==> src/rtl/inst_fetch_queue_pkg.sv <==
// inst_fetch_queue_pkg: core-wide fetch constants and the {pc, inst} packet
// shared by fetch, the fetch queue and decode.
package inst_fetch_queue_pkg;
    localparam int XLEN = 32;
    localparam logic [XLEN-1:0] RESET_PC = 32'h8000_0000;
    localparam logic [XLEN-1:0] INST_NOP = 32'h0000_0013;
    typedef struct packed {
        logic [XLEN-1:0] pc;
        logic [XLEN-1:0] inst;
    } fetch_pkt_t;
endpackage

==> src/rtl/inst_fetch_queue.sv <==
// inst_fetch_queue: first-word-fall-through FIFO of {pc, inst} between fetch and decode,
// with a flush that empties it on a control-flow redirect.
module inst_fetch_queue
    import inst_fetch_queue_pkg::*;
#(
    parameter int DEPTH = 4,
    parameter int XLEN = inst_fetch_queue_pkg::XLEN
) (
    input  logic                     clk,
    input  logic                     rst,
    input  logic                     in_valid,
    output logic                     in_ready,
    input  logic [XLEN-1:0]          in_pc,
    input  logic [XLEN-1:0]          in_inst,
    output logic                     out_valid,
    input  logic                     out_ready,
    output logic [XLEN-1:0]          out_pc,
    output logic [XLEN-1:0]          out_inst,
    input  logic                     flush,
    output logic [$clog2(DEPTH):0]   count
);
    localparam int PW = $clog2(DEPTH);
    localparam int CW = PW + 1;

    logic [XLEN-1:0] pc_mem [DEPTH];
    logic [XLEN-1:0] inst_mem [DEPTH];
    logic [PW-1:0] wr_ptr, rd_ptr;
    logic push, pop;

    // Both handshakes depend only on registered occupancy, so there is no comb path across the queue.
    assign in_ready  = count != CW'(DEPTH);
    assign out_valid = count != '0;
    assign push      = in_valid & in_ready;
    assign pop       = out_valid & out_ready;
    assign out_pc    = out_valid ? pc_mem[rd_ptr] : '0;
    assign out_inst  = out_valid ? inst_mem[rd_ptr] : '0;

    always_ff @(posedge clk) begin
        if (rst || flush) begin
            wr_ptr <= '0;
            rd_ptr <= '0;
            count  <= '0;
        end else begin
            wr_ptr <= push ? wr_ptr + 1'b1 : wr_ptr;
            rd_ptr <= pop ? rd_ptr + 1'b1 : rd_ptr;
            count  <= (push && !pop) ? count + 1'b1 : (pop && !push) ? count - 1'b1 : count;
        end
    end

    // Storage needs no reset; a dropped push may land in a slot that the reset pointers treat as empty.
    always_ff @(posedge clk) begin
        if (push) begin
            pc_mem[wr_ptr]   <= in_pc;
            inst_mem[wr_ptr] <= in_inst;
        end
    end
endmodule

==> config.mk <==
export PLATFORM = sky130hd
export DESIGN_NAME = inst_fetch_queue
export DESIGN_NICKNAME = d
export VERILOG_FILES = /design/src/rtl/inst_fetch_queue_pkg.sv /design/src/rtl/inst_fetch_queue.sv
export SDC_FILE = /design/constraint.sdc
export NUM_CORES = 1
export LEC_CHECK = 0
export BUFFER_PORTS_ARGS = -buffer_cell sky130_fd_sc_hd__buf_2
export CORE_ASPECT_RATIO = 1.25
export CORE_UTILIZATION = 57
export CTS_CLUSTER_DIAMETER = 30
export DETAILED_ROUTE_END_ITERATION = 7
export PLACE_DENSITY = 0.79
export SETUP_SLACK_MARGIN = 0.1
export SLEW_MARGIN = 20
export SYNTH_ARGS = -nofsm -noshare
export SYNTH_HDL_FRONTEND = slang
export SYNTH_SLANG_ARGS = --single-unit
==> constraint.sdc <==
create_clock -name clk -period 2.75 [get_ports clk]
set_input_delay 0.275 -clock clk [delete_from_list [all_inputs] [get_ports clk]]
set_output_delay 0.275 -clock clk [all_outputs]
set_load 0.01 [all_outputs]
==> flow_summary_export.csv <==
group,metric,value,unit
outcome,status,"complete, no violations",
run,maxCapViolCount,0,
cells_and_area,n_antenna_cell,0,
clock_network,cts_tree,"done",
logic_synthesis,synth_fp_nets,529,
placed_design,place.detailed.instances,802,
detailed_routing,ant_nets,0,
power,switching_share,21.9,%
placed_design,place_area,11200,um^2
worst_setup_path,required,3.16,ns
cells_and_area,seq_area,7880,um^2
detailed_routing,wl,19000,um
logic_synthesis,yosysMostFrequentCell,"edfxtp_1",
logic_synthesis,synth_common_cells,"edfxtp_1, and2_1, mux4_2",
floorplan,ioPinCount,138,
cells_and_area,fin_cells,900,
sta,tightest_slew,0.633,ns
logic_synthesis,ys_top_cells_by_area,"edfxtp_1, mux4_2, and2_1, dfxtp_1, buf_6",
min_path,hold_class,"input port to register",
power,p_int,7.87,mW
grt,grt_pass1_vias,5339,
grt,antenna_found_initial,1,
power,power.density,792,nW/um^2
logic_synthesis,netlist.top_cell.by_area,"edfxtp_1",
cells_and_area,final_area,12700,um^2
sta,max_freq,399,MHz
sta,finalSetupViolations,0,
clock_network,cts-root-buf,"clkbuf_16",
cells_and_area,final_layout_size_suffix_gt1_share,42.0,%
sta,drv_slew,0,
min_path,holdPathStages,1,
worst_setup_path,start_kind,"register",
detailed_routing,remaining_drc_errors,0,
floorplan,core,17400,um^2
sta,rsz0062_at_grt,"false",
detailed_routing,vias_per_cell,5.60,
detailed_routing,routedWlPerCell,21.1,um
detailed_routing,drt-pass1-iter-count,4,
logic_synthesis,synth-edff-count,256,
power,power_leakage,4.49,nW
cells_and_area,num-nets-final,727,
clock_network,htree_num_levels,2,
floorplan,die_x,121,um
logic_synthesis,yosysWarnings,0,
clock_network,cts.sink_count,265,
cells_and_area,multi_input_area,2140,um^2
logic_synthesis,synth_area,10200,um^2
worst_setup_path,end_kind,"register",
worst_setup_path,arrival,2.92,ns
sta,slew_headroom,57.8,%
cells_and_area,area_delta_synth_final,25.5,%
logic_synthesis,synth-main-ff-cell,"edfxtp_1",
logic_synthesis,synth_cells,454,
logic_synthesis,synth_area_per_cell,22.4,um^2
placed_design,io_buffer_count,137,
logic_synthesis,synth.distinct_cells,27,
power,vdd_drop_max,565,uV
logic_synthesis,ys_ff_latch,265,
sta,hold_viol,0,
logic_synthesis,ys_async_sr_fraction,0,%
detailed_routing,initialDrtViolationCount,381,
clock_network,clock_latency,0.49,ns
logic_synthesis,synth_top_area_share,75.7,%
grt,grt_pass1_wl,28400,um
power,combPwrFrac,8.9,%
clock_network,clk_path_buf_depth,3,
floorplan,start_util,58.2,%
worst_setup_path,worstSetupPathType,"register to register",
floorplan,num_rows,54,
grt,track_usage,21.1,%
logic_synthesis,ys_seq_area_share,77.5,%
sta,min_period_over_period,91.1,%
clock_network,cts_buffers,37,
cells_and_area,fillers,1034,
floorplan,dieArea,18400,um^2
grt,grt_overflow_total,0,
sta,skew,0.0184,ns
worst_setup_path,worst-r2r-cell-count,8,
power,power_frac_seq,45.9,%
detailed_routing,vias,5044,
power,p_clk_share,45.2,%
worst_setup_path,worst-path-max-fanout,8,
sta,period_minus_slack,2.50,ns
placed_design,gp_routability_congestion,0.765,
power,p_switching,2.21,mW
placed_design,dpl.hpwl,11000,um
clock_network,clkSlewWorstSetupHoldPaths,0.06,ns
grt,grt_max_degree,66,
floorplan,die_y,151,um
sta,timing.setup.tns,0,ns
==> path summary, 6_finish.rpt <==
check	start	end	slack (ns)
worst max-delay path	count[0]	count[2]	0.25
worst max register to register	count[0]	count[2]	0.25
worst min register to register	wr_ptr[0]	wr_ptr[0]	0.55
worst min-delay path	in_pc[31]	pc_mem[0][31]	0.01
==> logic make-up after synthesis <==
group                      after synthesis  share of synthesized area, %
adders and majority gates                6                         0.813
muxes                                   65                          14.3
and+or+nand+nor                         82                          4.99
DFF                                    265                          77.5
xor gates and xnor gates                 4                         0.345
AOI/OAI and AO/OA                        6                         0.431
buffers and inverters                   26                          1.64
==> timing repair <==
item                                   CTS  global route
endpoints found under the hold margin  116             7
hold buffers                            32             2
setup endpoints to repair                1             4
resized for setup                        1             0
buffers inserted                         0             1
==> routing by layer <==
| layer | track usage (%) | routed length, um |
|---|---|---|
| met1 | 26.1 | 7110 |
| met2 | 36.7 | 10300 |
| met3 | 4.03 | 1100 |
| met4 | 8.64 | 501 |
| met5 | 0 | 17 |
==> metrics by stage <==
stage / hold slack, ns / util (%) / total power [mW] / worst slack [ns]
2_1_floorplan: 0.374 / - / 5.20 / 0.527
3_3_place_gp: 0.484 / 64.0 / 5.53 / 0.517
3_5_place_dp: 0.493 / 64.0 / 5.57 / 0.306
4_1_cts: 0.0000348 / 72.8 / 10.2 / 0.140
5_1_grt: 0.00354 / 73.1 / 10.4 / 0.165
6_report: 0.00996 / 73.1 / 10.1 / 0.246
==> power by group through the flow <==
stage                     clock network, mW  registers [mW]  logic, mW
after CTS                              4.61            4.63      0.904
after detailed placement                  0            4.71      0.860
after floorplan                           0            4.69      0.507
final                                  4.56            4.63      0.902
after global placement                    0            4.70      0.836
after global routing                   4.76            4.64      0.980
==> layout by cell type (no fill, tap or decap), types with 5 or more instances in the layout <==
cell           Yosys  final
and2_1            64     64
buf_12             0      8
buf_2              6    137
clkbuf_16          0     37
clkinv_2           0      5
clkinvlp_4         0      6
dfxtp_1            9      7
dlygate4sd3_1      0     34
edfxtp_1         256    256
ha_1               5      5
inv_6              0      6
mux4_2            64     64
nor2_1             6      6
==> worst max-delay path: stages, from the launching register on <==
cell and delay [ns]:
dfxtp_1 0.47, or3b_1 0.34, and2_4 0.21, ha_1 0.20
inv_1 0.07, fa_1 0.40, xor2_1 0.18, or3_2 0.41
a21oi_1 0.15
==> sequential cells by signal (all words and copies together) (netlist names), named ones only <==
name	count
inst_mem	128
pc_mem	128
count	3
rd_ptr	2
wr_ptr	2
==> final cells by class <==
cell class	count	area share [%]
Sequential cell	265	61.8
Multi-Input combinational cell	163	16.8
Timing Repair Buffer	182	9.64
Clock buffer	38	7.30
Tap cell	224	2.20
Clock inverter	25	2.16
Inverter	3	0.0884
Power figures use the tool's default switching activity.
